`config.mk`:
```
export PLATFORM = sky130hd
export DESIGN_NAME = player_ctrl_flat
export DESIGN_NICKNAME = d
export VERILOG_FILES = /design/src/rtl/player_ctrl_pkg.sv /design/src/rtl/player_ctrl_if.sv /design/src/rtl/player_ctrl_btn_repeat.sv /design/src/rtl/player_ctrl.sv /design/src/flat_wrapper.sv
export SDC_FILE = /design/constraint.sdc
export NUM_CORES = 1
export LEC_CHECK = 0
export ABC_AREA = 1
export BUFFER_PORTS_ARGS = -buffer_cell sky130_fd_sc_hd__buf_4
export CORE_MARGIN = 8
export CORE_UTILIZATION = 51
export DETAILED_ROUTE_END_ITERATION = 10
export GPL_ROUTABILITY_DRIVEN = 1
export PLACE_DENSITY_LB_ADDON = 0.08
export SLEW_MARGIN = 20
export SYNTH_ARGS = -nofsm -noshare
export SYNTH_HDL_FRONTEND = slang
export SYNTH_SLANG_ARGS = --single-unit
```
`constraint.sdc`:
```
create_clock -name clk -period 2 [get_ports clk]
set_input_delay 0.3 -clock clk [delete_from_list [all_inputs] [get_ports clk]]
set_output_delay 0.3 -clock clk [all_outputs]
set_load 0.02 [all_outputs]
```
`src/rtl/player_ctrl_pkg.sv`:
```
// Shared types and aim decode for the player position/aim controller.
package player_ctrl_pkg;

  localparam int unsigned AIM_W  = 3;
  localparam int unsigned STEP_W = 5;

  typedef struct packed {
    logic              dir;
    logic [STEP_W-1:0] run;
    logic [STEP_W-1:0] rise;
  } aim_vec_t;

  // Map an aim index to its {dir, run, rise} vector, symmetric about the centre index.
  function automatic aim_vec_t aim_lut(input logic [AIM_W-1:0] idx, input int unsigned steps);
    aim_vec_t         v;
    logic [AIM_W-1:0] centre;
    logic [AIM_W-1:0] mag;
    centre = AIM_W'((steps - 1) / 2);
    v.dir  = (idx > centre);
    mag    = v.dir ? (idx - centre) : (centre - idx);
    case (mag)
      AIM_W'(0): begin v.run = STEP_W'(0); v.rise = STEP_W'(1); end
      AIM_W'(1): begin v.run = STEP_W'(1); v.rise = STEP_W'(2); end
      AIM_W'(2): begin v.run = STEP_W'(1); v.rise = STEP_W'(1); end
      default:   begin v.run = STEP_W'(2); v.rise = STEP_W'(1); end
    endcase
    return v;
  endfunction

endpackage

```
`src/rtl/player_ctrl_if.sv`:
```
// Shot handshake bus from the player controller to the projectile logic.
interface player_ctrl_if #(
  parameter int unsigned X_W = 5
);
  import player_ctrl_pkg::*;

  logic              shot_valid;
  logic              shot_ready;
  logic [X_W-1:0]    shot_x;
  logic [STEP_W-1:0] shot_run;
  logic [STEP_W-1:0] shot_rise;
  logic              shot_dir;

  modport master (
    output shot_valid, shot_x, shot_run, shot_rise, shot_dir,
    input  shot_ready
  );

  modport slave (
    input  shot_valid, shot_x, shot_run, shot_rise, shot_dir,
    output shot_ready
  );

endinterface

```
`src/rtl/player_ctrl_btn_repeat.sv`:
```
// Tick-gated press-edge detect with hold-to-repeat for one move button.
module btn_repeat #(
  parameter int unsigned REP_DELAY = 8,
  parameter int unsigned REP_RATE  = 2
) (
  input  logic clk,
  input  logic reset_n,
  input  logic tick,
  input  logic btn_i,
  input  logic block_i,
  output logic move_c
);

  localparam int unsigned CNT_W  = $clog2(REP_DELAY + 1);
  localparam int unsigned RATE_W = $clog2(REP_RATE + 1);

  logic              prev_q, prev_d;
  logic [CNT_W-1:0]  cnt_q, cnt_d;
  logic [RATE_W-1:0] rate_q, rate_d;

  // State registers.
  always_ff @(posedge clk or negedge reset_n) begin
    if (!reset_n) begin
      prev_q <= 1'b0;
      cnt_q  <= '0;
      rate_q <= '0;
    end else begin
      prev_q <= prev_d;
      cnt_q  <= cnt_d;
      rate_q <= rate_d;
    end
  end

  // Hold counter saturates at REP_DELAY; the rate counter then paces repeats.
  always_comb begin
    prev_d = prev_q;
    cnt_d  = cnt_q;
    rate_d = rate_q;
    move_c = 1'b0;
    if (tick) begin
      prev_d = btn_i;
      if (block_i || !btn_i) begin
        cnt_d  = '0;
        rate_d = '0;
      end else if (!prev_q) begin
        cnt_d  = CNT_W'(1);
        rate_d = '0;
        move_c = 1'b1;
      end else if (cnt_q < CNT_W'(REP_DELAY)) begin
        cnt_d  = cnt_q + CNT_W'(1);
        rate_d = '0;
        move_c = (cnt_d == CNT_W'(REP_DELAY));
      end else if (rate_q == RATE_W'(REP_RATE - 1)) begin
        rate_d = '0;
        move_c = 1'b1;
      end else begin
        rate_d = rate_q + RATE_W'(1);
      end
    end
  end

endmodule

```
`src/rtl/player_ctrl.sv`:
```
// Per-player position/aim controller with auto-repeat movement and a cooled-down fire handshake.
module player_ctrl
  import player_ctrl_pkg::*;
#(
  parameter int unsigned X_W       = 5,
  parameter int unsigned X_MIN     = 0,
  parameter int unsigned X_MAX     = 31,
  parameter int unsigned X_RESET   = 15,
  parameter int unsigned WRAP_X    = 0,
  parameter int unsigned AIM_STEPS = 7,
  parameter int unsigned REP_DELAY = 8,
  parameter int unsigned REP_RATE  = 2,
  parameter int unsigned COOLDOWN  = 16
) (
  input  logic              clk,
  input  logic              reset_n,
  input  logic              tick,
  input  logic              left_x,
  input  logic              right_x,
  input  logic              left_aim,
  input  logic              right_aim,
  input  logic              fire,
  player_ctrl_if.master     shot,
  output logic [X_W-1:0]    x_pos,
  output logic [STEP_W-1:0] run,
  output logic [STEP_W-1:0] rise,
  output logic              dir,
  output logic              cool_busy
);

  localparam int unsigned COOL_W  = $clog2(COOLDOWN + 2);
  localparam int unsigned AIM_CTR = (AIM_STEPS - 1) / 2;

  logic              move_l, move_r, both_x;
  logic [X_W-1:0]    x_q, x_d;
  logic [AIM_W-1:0]  idx_q, idx_d;
  aim_vec_t          aim_q, aim_d;
  logic              prev_la_q, prev_la_d, prev_ra_q, prev_ra_d, prev_fire_q, prev_fire_d;
  logic              sv_q, sv_d;
  logic [X_W-1:0]    sx_q, sx_d;
  aim_vec_t          saim_q, saim_d;
  logic [COOL_W-1:0] cool_q, cool_d;
  logic              busy_q, busy_d;

  assign both_x = left_x & right_x;

  btn_repeat #(.REP_DELAY(REP_DELAY), .REP_RATE(REP_RATE)) u_rep_l (
    .clk(clk), .reset_n(reset_n), .tick(tick), .btn_i(left_x), .block_i(both_x), .move_c(move_l)
  );

  btn_repeat #(.REP_DELAY(REP_DELAY), .REP_RATE(REP_RATE)) u_rep_r (
    .clk(clk), .reset_n(reset_n), .tick(tick), .btn_i(right_x), .block_i(both_x), .move_c(move_r)
  );

  // State registers; reset drops any pending shot.
  always_ff @(posedge clk or negedge reset_n) begin
    if (!reset_n) begin
      x_q         <= X_W'(X_RESET);
      idx_q       <= AIM_W'(AIM_CTR);
      aim_q       <= '{dir: 1'b0, run: STEP_W'(0), rise: STEP_W'(1)};
      prev_la_q   <= 1'b0;
      prev_ra_q   <= 1'b0;
      prev_fire_q <= 1'b0;
      sv_q        <= 1'b0;
      sx_q        <= '0;
      saim_q      <= '0;
      cool_q      <= '0;
      busy_q      <= 1'b0;
    end else begin
      x_q         <= x_d;
      idx_q       <= idx_d;
      aim_q       <= aim_d;
      prev_la_q   <= prev_la_d;
      prev_ra_q   <= prev_ra_d;
      prev_fire_q <= prev_fire_d;
      sv_q        <= sv_d;
      sx_q        <= sx_d;
      saim_q      <= saim_d;
      cool_q      <= cool_d;
      busy_q      <= busy_d;
    end
  end

  // Tick-gated move/aim/fire updates; the handshake is honoured on any cycle.
  always_comb begin
    x_d         = x_q;
    idx_d       = idx_q;
    aim_d       = aim_lut(idx_q, AIM_STEPS);
    prev_la_d   = prev_la_q;
    prev_ra_d   = prev_ra_q;
    prev_fire_d = prev_fire_q;
    sv_d        = sv_q;
    sx_d        = sx_q;
    saim_d      = saim_q;
    cool_d      = cool_q;
    if (tick) begin
      prev_la_d   = left_aim;
      prev_ra_d   = right_aim;
      prev_fire_d = fire;
      if (move_l && !move_r) begin
        if (x_q == X_W'(X_MIN)) x_d = (WRAP_X != 0) ? X_W'(X_MAX) : X_W'(X_MIN);
        else                    x_d = x_q - X_W'(1);
      end else if (move_r && !move_l) begin
        if (x_q == X_W'(X_MAX)) x_d = (WRAP_X != 0) ? X_W'(X_MIN) : X_W'(X_MAX);
        else                    x_d = x_q + X_W'(1);
      end
      if (!(left_aim && right_aim)) begin
        if (left_aim && !prev_la_q && (idx_q != '0))
          idx_d = idx_q - AIM_W'(1);
        else if (right_aim && !prev_ra_q && (idx_q != AIM_W'(AIM_STEPS - 1)))
          idx_d = idx_q + AIM_W'(1);
      end
      if (cool_q != '0) cool_d = cool_q - COOL_W'(1);
      if (fire && !prev_fire_q && !sv_q && !busy_q) begin
        sv_d   = 1'b1;
        sx_d   = x_q;
        saim_d = aim_q;
      end
    end
    if (sv_q && shot.shot_ready) begin
      sv_d   = 1'b0;
      cool_d = COOL_W'(COOLDOWN);
    end
    busy_d = (cool_d != '0);
  end

  assign x_pos           = x_q;
  assign run             = aim_q.run;
  assign rise            = aim_q.rise;
  assign dir             = aim_q.dir;
  assign cool_busy       = busy_q;
  assign shot.shot_valid = sv_q;
  assign shot.shot_x     = sx_q;
  assign shot.shot_run   = saim_q.run;
  assign shot.shot_rise  = saim_q.rise;
  assign shot.shot_dir   = saim_q.dir;

endmodule

```
`src/flat_wrapper.sv`:
```
// flat-port wrapper written by rule: the top's interface ports become plain ports
module player_ctrl_flat import player_ctrl_pkg::*;
#(
  parameter int unsigned X_W       = 5,
  parameter int unsigned X_MIN     = 0,
  parameter int unsigned X_MAX     = 31,
  parameter int unsigned X_RESET   = 15,
  parameter int unsigned WRAP_X    = 0,
  parameter int unsigned AIM_STEPS = 7,
  parameter int unsigned REP_DELAY = 8,
  parameter int unsigned REP_RATE  = 2,
  parameter int unsigned COOLDOWN  = 16
)
  (clk, reset_n, tick, left_x, right_x, left_aim, right_aim, fire, x_pos, run, rise, dir, cool_busy, shot_shot_valid, shot_shot_x, shot_shot_run, shot_shot_rise, shot_shot_dir, shot_shot_ready);
  player_ctrl_if #(.X_W(X_W)) shot_i ();
  input  logic clk;
  input  logic reset_n;
  input  logic tick;
  input  logic left_x;
  input  logic right_x;
  input  logic left_aim;
  input  logic right_aim;
  input  logic fire;
  output logic [X_W-1:0] x_pos;
  output logic [STEP_W-1:0] run;
  output logic [STEP_W-1:0] rise;
  output logic dir;
  output logic cool_busy;
  output wire logic [$bits(shot_i.shot_valid)-1:0] shot_shot_valid;
  output wire logic [$bits(shot_i.shot_x)-1:0] shot_shot_x;
  output wire logic [$bits(shot_i.shot_run)-1:0] shot_shot_run;
  output wire logic [$bits(shot_i.shot_rise)-1:0] shot_shot_rise;
  output wire logic [$bits(shot_i.shot_dir)-1:0] shot_shot_dir;
  input wire logic [$bits(shot_i.shot_ready)-1:0] shot_shot_ready;
  assign shot_shot_valid = shot_i.shot_valid;
  assign shot_shot_x = shot_i.shot_x;
  assign shot_shot_run = shot_i.shot_run;
  assign shot_shot_rise = shot_i.shot_rise;
  assign shot_shot_dir = shot_i.shot_dir;
  assign shot_i.shot_ready = shot_shot_ready;
  player_ctrl #(.X_W(X_W), .X_MIN(X_MIN), .X_MAX(X_MAX), .X_RESET(X_RESET), .WRAP_X(WRAP_X), .AIM_STEPS(AIM_STEPS), .REP_DELAY(REP_DELAY), .REP_RATE(REP_RATE), .COOLDOWN(COOLDOWN)) u_core (.clk(clk), .reset_n(reset_n), .tick(tick), .left_x(left_x), .right_x(right_x), .left_aim(left_aim), .right_aim(right_aim), .fire(fire), .shot(shot_i), .x_pos(x_pos), .run(run), .rise(rise), .dir(dir), .cool_busy(cool_busy));
endmodule
```
==> results.tsv, run 1 <==
stage	metric	value	unit
run_status	run status	complete, but fails checks	
run_status	failing checks	hold timing	
floorplanning	die area	7570	µm²
sta	count of final setup violators	0	
cts	H-tree lvl count	2	
route	DRC Markers	0	
route	initial drt markers	82	
run	maxcap violations	0	
place	GP Congestion	0.816	
sta	fin worst setup slack	0.0754	ns
cells_and_area	filler instances	481	
power	peak supply drop	726	µV
min_path	HP Class	in -> async	
critical_path	Top delay family on crit path	simple AND/OR/NAND/NOR gates	
critical_path	critical path endpoint category	flip-flop	
route	vias	2018	
cts	CTS tree	yes	
yosys	largest cells by area after synthesis	dfrtp_1, nand2_1, dfstp_2	
route	drt wl/cell	12.0	µm
sta	fin. max-slew vios	0	
yosys	Seq/Total Area, Yosys	0.461	
floorplanning	die height	87.0	µm
critical_path	buffers and inverters on the worst path	2	
global_routing	grt met1 use	0.166	
cells_and_area	# diodes	0	
yosys	top cells by count, synth	nand2_1, inv_1, dfrtp_1	
power	pwr/cell area	1250	nW/µm²
critical_path	CP Class	reg -> reg	
critical_path	Arr. time, crit path	2.18	ns
place	IO buf count	30	
sta	final-report hold violation count	11	
yosys	mapped cell area	2570	µm²
global_routing	Total Routing Usage GR	0.141	
yosys	Top FF cell, synth	dfrtp_1	
cts	number of CTS-inserted buffers	5	
route	drt first pass iters	4	
global_routing	GRT busiest layer	met2	
cells_and_area	ratio of cells with drive above 1 in the final layout	0.213	
critical_path	worst path cell trace	ha_2, nand2_2, nor2_1, nor3_1, nor3_1, ha_1, nor2_4, inv_4, nor2_4, nand3b_1, nand2_1, inv_1	
cells_and_area	area of the multi-input gates	1110	µm²
sta	Period minus WS final	1.92	ns
cts	maximum buffer depth of the clock tree	2	
yosys	leading area contributor after synthesis	dfrtp_1	
yosys	mean post-synth cell area	8.14	µm²
global_routing	vias in the first global route	1955	
route	antenna viol nets, final	0	
cells_and_area	Reg area	1180	µm²
yosys	Yosys cell types	30	
sta	FMAX	520	MHz
floorplanning	core footprint	4980	µm²
sta	RSZ-0062 raised after global routing	yes	
global_routing	gr ovfl total	0	
cells_and_area	final net count	377	
place	HPWL Detailed	3650	µm
yosys	top-area cell type share of the netlist area	0.389	
cts	Clock Sinks	47	
yosys	Syn Inst Count	316	
floorplanning	Initial Utilization	0.517	
global_routing	GR met2 Demand/Resource	0.241	
critical_path	crit start category	flip-flop	
global_routing	largest net degree at the start of global routing	48	
place	worst slack, placed	0.0152	ns
cts	Worst-Skew Late Latency	0.30	ns
cts	clock slew at reported path FFs	0.09	ns
cells_and_area	final std cells w/o fill	426	
yosys	most common cell in the netlist	nand2_1	
sta	max_slew headroom	0.614	
yosys	FF+latch count, synth	47	
yosys	synth warn	0	
place	Cells after DPL	413	
sta	skew final	0.00690	ns
cells_and_area	Layout area overhead	16.5	%
global_routing	met3 usage	0.0415	
cts	cts hold-fix bufs	0	
sta	Tcrit/Tclk final	0.962	
route	Via density	4.74	
power	total power	3.75	mW
sta	worst-case hold slack	-0.0147	ns
yosys	FFs w/ async S/R, synth	1.00	
yosys	EDFF count, synth	0	
floorplanning	Rows	26	
power	leak pwr	1.56	nW
critical_path	Worst path slowest cell	dfrtp_1	
route	Routed WL	5110	µm
critical_path	Worst path max stage delay	0.42	ns
sta	worst slew pin tran	0.578	ns
critical_path	Worst EP required	2.25	ns
floorplanning	Die W	87.0	µm
floorplanning	I/O pins	43	
critical_path	critical path peak fanout	5	
global_routing	initial antenna violation count	0	
global_routing	first-pass GRT wire length	8560	µm
cts	clk root buf	clkbuf_8	
-- power breakdown --
part	total (mW)	internal [mW]	switching [mW]
clock	0.720	0.405	0.315
sequential	1.46	1.26	0.203
combinational	1.57	0.625	0.949
total	3.75	2.29	1.47
-- state kept, by name (all words and copies together), names as in the netlist, 2 cells and up --
signal,cells
u_core.shot.shot_run,2
u_core.run,2
u_core.cool_q,5
u_core.u_rep_l.rate_q,2
u_core.u_rep_r.cnt_q,4
u_core.idx_q,3
u_core.u_rep_r.rate_q,2
u_core.rise,2
u_core.u_rep_l.cnt_q,4
u_core.shot.shot_rise,2
u_core.shot.shot_x,5
u_core.x_pos,5
-- layout by cell type, fill, tap and decap left out, types with 2 or more instances in the layout --
master / instances
o31ai_1: 2
dfstp_2: 7
o21ai_1: 7
ha_1: 11
clkbuf_8: 6
nor3_1: 4
o21ai_2: 2
conb_1: 12
inv_2: 5
nand3_1: 27
nor2_4: 3
nor2_1: 14
o21ai_0: 21
inv_1: 48
buf_4: 39
a21oi_1: 6
nand2_1: 78
nand4_1: 4
xor2_1: 3
dfrtp_1: 40
a21oi_2: 5
-- cell families after synthesis --
logic type                 Yosys count  share of synthesized area
adders and majority gates           13                     0.0662
DFF                                 47                      0.461
AOI/OAI and AO/OA                   46                      0.106
and+or+nand+nor                    134                      0.226
buffers and inverters               72                      0.129
xor gates and xnor gates             3                     0.0102
other                                1                    0.00146
-- final cells by class --
type                            count  share of cell area
Inverter                           54              0.0685
Multi-Input combinational cell    208               0.370
Tap cell                           70              0.0292
Timing Repair Buffer               39              0.0977
Sequential cell                    47               0.396
Clock inverter                      2              0.0117
Clock buffer                        6              0.0276
-- timing repair --
item	4_1_cts	5_1_grt
gates resized for setup	0	8
endpoints found under the setup margin	0	6
buffers inserted	0	5
-- metal layers --
layer  part of all wire  up-vias
li1                   -     1047
met1               0.46      929
met2               0.47       37
met3              0.058        5
met4             0.0094        0
met5                  0        -
-- path summary, 6_finish.rpt --
| path | startpoint | end | slack (ns) | cells past startpoint |
|---|---|---|---|---|
| setup / recovery | u_core.u_rep_l.cnt_q[1] | u_core.x_pos[0] | 0.08 | 12 |
| min in group clk | shot_shot_ready | u_core.shot.shot_valid | 0.19 | 2 |
| max in group asynchronous | reset_n | u_core.u_rep_r.cnt_q[2] | 1.61 | 1 |
| hold reg to reg | u_core.shot.shot_x[2] | u_core.shot.shot_x[2] | 0.49 | 2 |
| hold / removal | reset_n | u_core.cool_q[0] | -0.01 | 1 |
| setup reg to reg | u_core.u_rep_l.cnt_q[1] | u_core.x_pos[0] | 0.08 | 12 |
-- per-stage QoR --
stage / utilization / TNS (ns) / cell area (µm²)
global placement: 0.568 / 0 / 2830
finish: 0.602 / 0 / 3000
floorplan: - / 0 / 2610
global route: 0.602 / -0.363 / 3000
detailed placement: 0.568 / 0 / 2830
CTS: 0.592 / 0 / 2950
Power figures use the tool's default switching activity.
==> inputs of run 2 (changes only) <==
--- a/config.mk
+++ b/config.mk
@@ -8,10 +8,12 @@
 export ABC_AREA = 1
 export BUFFER_PORTS_ARGS = -buffer_cell sky130_fd_sc_hd__buf_4
 export CORE_MARGIN = 8
-export CORE_UTILIZATION = 51
+export CORE_UTILIZATION = 25
+export CTS_CLUSTER_DIAMETER = 100
 export DETAILED_ROUTE_END_ITERATION = 10
 export GPL_ROUTABILITY_DRIVEN = 1
 export PLACE_DENSITY_LB_ADDON = 0.08
+export RECOVER_POWER = 25
 export SLEW_MARGIN = 20
 export SYNTH_ARGS = -nofsm -noshare
 export SYNTH_HDL_FRONTEND = slang
==> results.tsv, run 2 (synthesis results as in run 1) <==
stage	metric	value	unit	change
cts	Worst-Skew Late Latency	0.31	ns	was 0.30 ns
place	Cells after DPL	484		was 413
cells_and_area	Layout area overhead	21.2	%	was 16.5%
route	DRC Markers	0		unchanged
route	initial drt markers	75		was 82
sta	count of final setup violators	0		unchanged
global_routing	gr ovfl total	0		unchanged
global_routing	Total Routing Usage GR	0.0880		was 0.141
cells_and_area	final net count	380		was 377
min_path	hold path depth	2		
cells_and_area	final std cells w/o fill	495		was 426
route	drt wl/cell	11.6	µm	was 12.0 µm
critical_path	Worst path max stage delay	0.41	ns	was 0.42 ns
cts	cts hold-fix bufs	0		unchanged
route	drt first pass iters	4		unchanged
place	worst slack, placed	0.0532	ns	was 0.0152 ns
global_routing	first-pass GRT wire length	10200	µm	was 8560 µm
power	leak pwr	1.57	nW	was 1.56 nW
cells_and_area	ratio of cells with drive above 1 in the final layout	0.231		was 0.213
cells_and_area	area of the multi-input gates	1130	µm²	was 1110 µm²
cts	Clock Sinks	47		unchanged
floorplanning	I/O pins	43		unchanged
critical_path	R2R depth	12		unchanged
cells_and_area	# diodes	0		unchanged
critical_path	CP Class	reg -> reg		unchanged
sta	worst slew pin tran	1.24	ns	was 0.578 ns
sta	max_slew headroom	0.174		was 0.614
critical_path	critical path endpoint category	flip-flop		unchanged
cells_and_area	commonest non-fill, non-tap cell in the layout	nand2_1		unchanged
cells_and_area	filler instances	1116		was 481
cells_and_area	Reg area	1180	µm²	unchanged
run	maxcap violations	0		unchanged
critical_path	buffers and inverters on the worst path	2		unchanged
route	Via density	4.01		was 4.74
critical_path	Arr. time, crit path	2.20	ns	was 2.18 ns
global_routing	largest net degree at the start of global routing	48		unchanged
cts	clk root buf	clkbuf_8		unchanged
place	IO buf count	30		unchanged
cts	number of CTS-inserted buffers	5		unchanged
cts	maximum buffer depth of the clock tree	2		unchanged
run_status	run status	complete, no violations		was complete, but fails checks
critical_path	Worst path slowest cell	dfrtp_1		unchanged
power	pwr/cell area	1220	nW/µm²	was 1250 nW/µm²
cells_and_area	most frequent cells in the layout	nand2_1, inv_1, buf_4, dfrtp_1, nand3_1		was nand2_1, inv_1, dfrtp_1, buf_4, nand3_1
cts	CTS tree	yes		unchanged
floorplanning	Rows	37		was 26
sta	fin. max-slew vios	0		unchanged
critical_path	crit start category	flip-flop		unchanged
critical_path	critical path peak fanout	5		unchanged
floorplanning	Initial Utilization	0.254		was 0.517
critical_path	Worst EP required	2.26	ns	was 2.25 ns
sta	Tcrit/Tclk final	0.970		was 0.962
floorplanning	core footprint	10100	µm²	was 4980 µm²
sta	Period minus WS final	1.94	ns	was 1.92 ns
critical_path	WP depth	12		unchanged
place	GP Congestion	0.732		was 0.816
place	HPWL Detailed	4300	µm	was 3650 µm
sta	FMAX	515	MHz	was 520 MHz
global_routing	initial antenna violation count	0		unchanged
route	vias	1986		was 2,018
power	peak supply drop	362	µV	was 726 µV
sta	skew final	0.0150	ns	was 0.00690 ns
route	Routed WL	5750	µm	was 5110 µm
floorplanning	die height	117	µm	was 87.0 µm
floorplanning	Die W	117	µm	was 87.0 µm
cts	clock slew at reported path FFs	0.10	ns	was 0.09 ns
cts	H-tree lvl count	2		unchanged
sta	fin worst setup slack	0.0597	ns	was 0.0754 ns
min_path	HP Class	in -> reg		was in -> async
sta	final-report hold violation count	0		was 11
critical_path	Top delay family on crit path	simple AND/OR/NAND/NOR gates		unchanged
route	antenna viol nets, final	0		unchanged
critical_path	worst path cell trace	ha_2, nand2_2, nor2_2, nor3_2, nor3_2, ha_1, nor2_4, inv_4, nor2_4, nand3b_1, nand2_1, inv_1		was ha_2, nand2_2, nor2_1, nor3_1, nor3_1, ha_1, nor2_4, inv_4, nor2_4, nand3b_1, nand2_1, inv_1
floorplanning	die area	13800	µm²	was 7570 µm²
global_routing	vias in the first global route	2100		was 1,955
sta	RSZ-0062 raised after global routing	yes		unchanged
==> run 2: cell types whose count changed in the layout (fill, tap and decap cells not counted), sizes merged <==
| cell | previous run | this run |
|---|---|---|
| inv | 54 | 55 |
| buf | 39 | 41 |
| clkinvlp | 0 | 1 |
| clkinv | 1 | 0 |
==> run 2: cell type report <==
| cell class | count | share of cell area |
|---|---|---|
| clock buffer | 5 | 0.0221 |
| clock inverter | 3 | 0.0149 |
| inverter | 54 | 0.0659 |
| multi-input combinational | 208 | 0.362 |
| sequential | 47 | 0.380 |
| tap | 136 | 0.0546 |
| timing repair buffer | 42 | 0.100 |
==> run 2: metal layers <==
| metal | global-route usage | vias to the layer above | wire length [µm] |
|---|---|---|---|
| met4 | 0.0268 | 0 | 65 |
| li1 | - | 1055 | - |
| met1 | 0.110 | 898 | 2780 |
| met2 | 0.143 | 27 | 2660 |
| met5 | 0 | - | 0 |
| met3 | 0.0254 | 6 | 237 |
==> run 2: repair_timing <==
action	4_1_cts	5_1_grt
setup endpoints to repair	0	6
endpoints found under the hold margin	0	0
setup buffers	0	3
resized for setup	0	11
==> run 2: per-stage QoR <==
step,area (µm²),hold slack (ns),utilization,total power [mW],setup TNS (ns)
floorplan,2610,0.00441,-,2.50,0
global placement,2950,0.383,0.291,3.11,0
detailed placement,2950,0.379,0.291,3.11,0
CTS,3060,0.0372,0.302,3.87,0
global route,3120,0.205,0.307,4.13,-0.266
finish,3120,0.188,0.307,3.80,0
==> run 2: final timing paths <==
check	start	slack [ns]	end
worst max-delay path	u_core.u_rep_l.cnt_q[1]	0.06	u_core.x_pos[0]
worst min-delay path	shot_shot_ready	0.19	u_core.shot.shot_valid
worst max register to register	u_core.u_rep_l.cnt_q[1]	0.06	u_core.x_pos[0]
worst min register to register	u_core.prev_fire_q	0.49	u_core.prev_fire_q
max in group asynchronous	reset_n	1.00	u_core.u_rep_l.rate_q[1]
min in group asynchronous	reset_n	0.25	u_core.u_rep_r.rate_q[0]
==> run 2: report_power, final <==
group,total (mW),internal (mW),leakage [nW],switching (mW)
sequential,1.47,1.26,0.591,0.213
combinational,1.60,0.636,0.919,0.968
clock,0.728,0.377,0.0548,0.351
total,3.80,2.27,1.57,1.53
==> inputs of run 3 (changes only) <==
--- a/config.mk
+++ b/config.mk
@@ -5,7 +5,7 @@
 export SDC_FILE = /design/constraint.sdc
 export NUM_CORES = 1
 export LEC_CHECK = 0
-export ABC_AREA = 1
+export ABC_AREA = 0
 export BUFFER_PORTS_ARGS = -buffer_cell sky130_fd_sc_hd__buf_4
 export CORE_MARGIN = 8
 export CORE_UTILIZATION = 25
==> results.tsv, run 3 <==
stage	metric	value	unit	change
global_routing	met3 usage	0.0226		was 0.0254
sta	worst slew pin tran	1.22	ns	was 1.24 ns
yosys	top cells by count, synth	dfrtp_1, nand2_1, a21oi_1		was nand2_1, inv_1, dfrtp_1
critical_path	reg2reg start	u_core.idx_q[0]		was u_core.u_rep_l.cnt_q[1]
cts	CTS tree	yes		unchanged
cells_and_area	# diodes	0		unchanged
route	Via density	4.30		was 4.01
power	peak supply drop	393	µV	was 362 µV
cells_and_area	Final Core Density	0.318		was 0.307
run	maxcap violations	0		unchanged
cells_and_area	filler instances	1042		was 1,116
cells_and_area	most frequent cells in the layout	buf_4, dfrtp_1, nand2_1, a21oi_1, mux2_1		was nand2_1, inv_1, buf_4, dfrtp_1, nand3_1
cts	Worst-Skew Late Latency	0.30	ns	was 0.31 ns
yosys	largest cells by area after synthesis	dfrtp_1, dfstp_2, mux2_1		was dfrtp_1, nand2_1, dfstp_2
critical_path	critical path peak fanout	3		was 5
floorplanning	die height	117	µm	about the same
yosys	Top FF cell, synth	dfrtp_1		unchanged
floorplanning	I/O pins	43		unchanged
critical_path	buffers and inverters on the worst path	2		unchanged
power	total power	4.03	mW	was 3.80 mW
sta	worst-case hold slack	0.211	ns	was 0.188 ns
cts	H-tree lvl count	2		unchanged
route	DRC Markers	0		unchanged
yosys	most common cell in the netlist	dfrtp_1		was nand2_1
yosys	mapped cell area	2550	µm²	was 2570 µm²
critical_path	CP Class	reg -> reg		unchanged
power	pwr/cell area	1250	nW/µm²	was 1220 nW/µm²
yosys	Syn Inst Count	242		was 316
cts	number of CTS-inserted buffers	5		unchanged
cts	cts hold-fix bufs	0		unchanged
yosys	EDFF count, synth	0		unchanged
sta	count of final setup violators	0		unchanged
global_routing	first-pass GRT wire length	9370	µm	was 10,200 µm
critical_path	worst path cell trace	inv_4, ha_4, nor2b_4, or2_4, fa_2, inv_2, o2111ai_2, a21oi_2, xnor2_1		was ha_2, nand2_2, nor2_2, nor3_2, nor3_2, ha_1, nor2_4, inv_4, nor2_4, nand3b_1, nand2_1, inv_1
sta	final-report hold violation count	0		unchanged
critical_path	crit start category	flip-flop		unchanged
place	GP Congestion	0.748		was 0.732
yosys	FFs w/ async S/R, synth	1.00		unchanged
floorplanning	Initial Utilization	0.252		was 0.254
cts	clock slew at reported path FFs	0.09	ns	was 0.10 ns
min_path	Hold Path End	u_core.cool_q[0]		was u_core.shot.shot_valid
sta	Tcrit/Tclk final	0.992		was 0.970
critical_path	critical path endpoint category	flip-flop		unchanged
route	initial drt markers	32		was 75
critical_path	Top delay family on crit path	flip-flops		was simple AND/OR/NAND/NOR gates
min_path	HP Class	in -> reg		unchanged
global_routing	Total Routing Usage GR	0.0871		was 0.0880
critical_path	R2R depth	9		was 12
floorplanning	Die W	117	µm	about the same
route	antenna viol nets, final	0		unchanged
yosys	mean post-synth cell area	10.6	µm²	was 8.14 µm²
cts	Clock Sinks	47		unchanged
critical_path	Worst path max stage delay	0.57	ns	was 0.41 ns
sta	max_slew headroom	0.188		was 0.174
route	drt wl/cell	13.3	µm	was 11.6 µm
cells_and_area	commonest non-fill, non-tap cell in the layout	buf_4		was nand2_1
cells_and_area	ratio of cells with drive above 1 in the final layout	0.294		was 0.231
global_routing	GRT busiest layer	met2		unchanged
min_path	Worst Hold Launch	shot_shot_ready		unchanged
place	Cells after DPL	419		was 484
sta	fin worst setup slack	0.0151	ns	was 0.0597 ns
critical_path	flop2flop setup slack	0.02	ns	was 0.06 ns
sta	FMAX	504	MHz	was 515 MHz
floorplanning	Rows	37		unchanged
run_status	run status	complete, no violations		unchanged
critical_path	Worst EP required	2.22	ns	was 2.26 ns
route	drt first pass iters	4		unchanged
global_routing	grt met1 use	0.114		was 0.110
sta	RSZ-0062 raised after global routing	yes		unchanged
cells_and_area	final net count	314		was 380
global_routing	initial antenna violation count	0		unchanged
global_routing	GR met2 Demand/Resource	0.136		was 0.143
cells_and_area	Layout area overhead	26.1	%	was 21.2%
critical_path	Worst path slowest cell	dfstp_2		was dfrtp_1
global_routing	vias in the first global route	1908		was 2,100
global_routing	largest net degree at the start of global routing	48		unchanged
min_path	hold path depth	2		unchanged
floorplanning	die area	13700	µm²	was 13,800 µm²
global_routing	gr ovfl total	0		unchanged
cts	maximum buffer depth of the clock tree	2		unchanged
yosys	Yosys cell types	50		was 30
cts	clk root buf	clkbuf_8		unchanged
route	vias	1844		was 1,986
place	IO buf count	30		unchanged
sta	skew final	0.00449	ns	was 0.0150 ns
power	leak pwr	1.43	nW	was 1.57 nW
floorplanning	core footprint	10100	µm²	unchanged
place	HPWL Detailed	4090	µm	was 4300 µm
critical_path	FF-to-FF End	u_core.idx_q[2]		was u_core.x_pos[0]
place	worst slack, placed	-0.0178	ns	was 0.0532 ns
yosys	top-area cell type share of the netlist area	0.392		was 0.389
sta	fin. max-slew vios	0		unchanged
yosys	synth warn	0		unchanged
yosys	FF+latch count, synth	47		unchanged
critical_path	Arr. time, crit path	2.21	ns	was 2.20 ns
route	Routed WL	5700	µm	was 5750 µm
cells_and_area	final std cells w/o fill	429		was 495
yosys	Seq/Total Area, Yosys	0.464		was 0.461
sta	Period minus WS final	1.98	ns	was 1.94 ns
yosys	leading area contributor after synthesis	dfrtp_1		unchanged
-- run 3: changes by cell type after synthesis, moves of 6 or more --
cell / delta
nand2_1: -56
inv_1: -35
nand3_1: -21
o21ai_0: -17
mux2_1: +15
a21oi_1: +11
nor2b_1: +7
nand3b_1: +6
nor2_1: -6
-- run 3: per-stage QoR --
stage / setup TNS, ns / instance area, µm²
2_1_floorplan: -0.0205 / 2620
6_report: 0 / 3220
5_1_grt: -0.290 / 3220
3_5_place_dp: -0.0346 / 3040
4_1_cts: 0 / 3170
3_3_place_gp: 0 / 3040
-- run 3: layout make-up --
| type | count | area (µm²) | area share |
|---|---|---|---|
| Clock buffer | 6 | 72.6 | 0.0225 |
| Clock inverter | 2 | 60.1 | 0.0186 |
| Inverter | 14 | 55.1 | 0.0171 |
| Multi-Input combinational cell | 174 | 1290 | 0.401 |
| Sequential cell | 47 | 1180 | 0.368 |
| Tap cell | 136 | 170 | 0.0528 |
| Timing Repair Buffer | 50 | 385 | 0.120 |
-- run 3: worst register-to-register path, cell delays in order (launching register included) --
cell	delay (ns)
dfstp_2	0.57
inv_4	0.04
ha_4	0.14
nor2b_4	0.12
or2_4	0.24
fa_2	0.33
inv_2	0.07
o2111ai_2	0.10
a21oi_2	0.18
xnor2_1	0.12
-- run 3: cells by family after synthesis --
group,Yosys count,share of synthesized area
buffers and inverters,32,0.0700
flip-flops,47,0.464
multiplexers,21,0.0906
adder cells (fa/ha/maj),13,0.0666
XOR/XNOR,3,0.0103
other,1,0.00147
AO/OA/AOI/OAI,50,0.132
AND/OR/NAND/NOR,75,0.166
-- run 3: timing repair --
action	CTS	global route
gates resized for setup	1	7
setup endpoints to repair	2	4
pin swaps	3	3
buffers inserted	0	2
-- run 3: how the worst max path moves through the flow --
stage | end | slack, ns | startpoint | depth (start not counted)
after floorplan | u_core.idx_q[2] | -0.02 | u_core.idx_q[0] | 9
after global placement | u_core.idx_q[2] | 0.009 | u_core.idx_q[0] | 9
after detailed placement | u_core.x_pos[3] | -0.02 | u_core.u_rep_l.cnt_q[0] | 9
after CTS | u_core.idx_q[2] | 0.002 | u_core.idx_q[0] | 9
after global routing | u_core.idx_q[2] | -0.08 | u_core.idx_q[0] | 9
final | u_core.idx_q[2] | 0.02 | u_core.idx_q[0] | 9
-- run 3: where the power goes --
group / internal, mW / switching (mW)
clock: 0.500 / 0.329
combinational: 0.759 / 0.888
sequential: 1.27 / 0.280
-- run 3: layer usage --
layer | vias up | wire length [µm]
li1 | 932 | -
met2 | 26 | 2570
met4 | 0 | 79
met1 | 879 | 2830
met5 | - | 0
met3 | 7 | 224
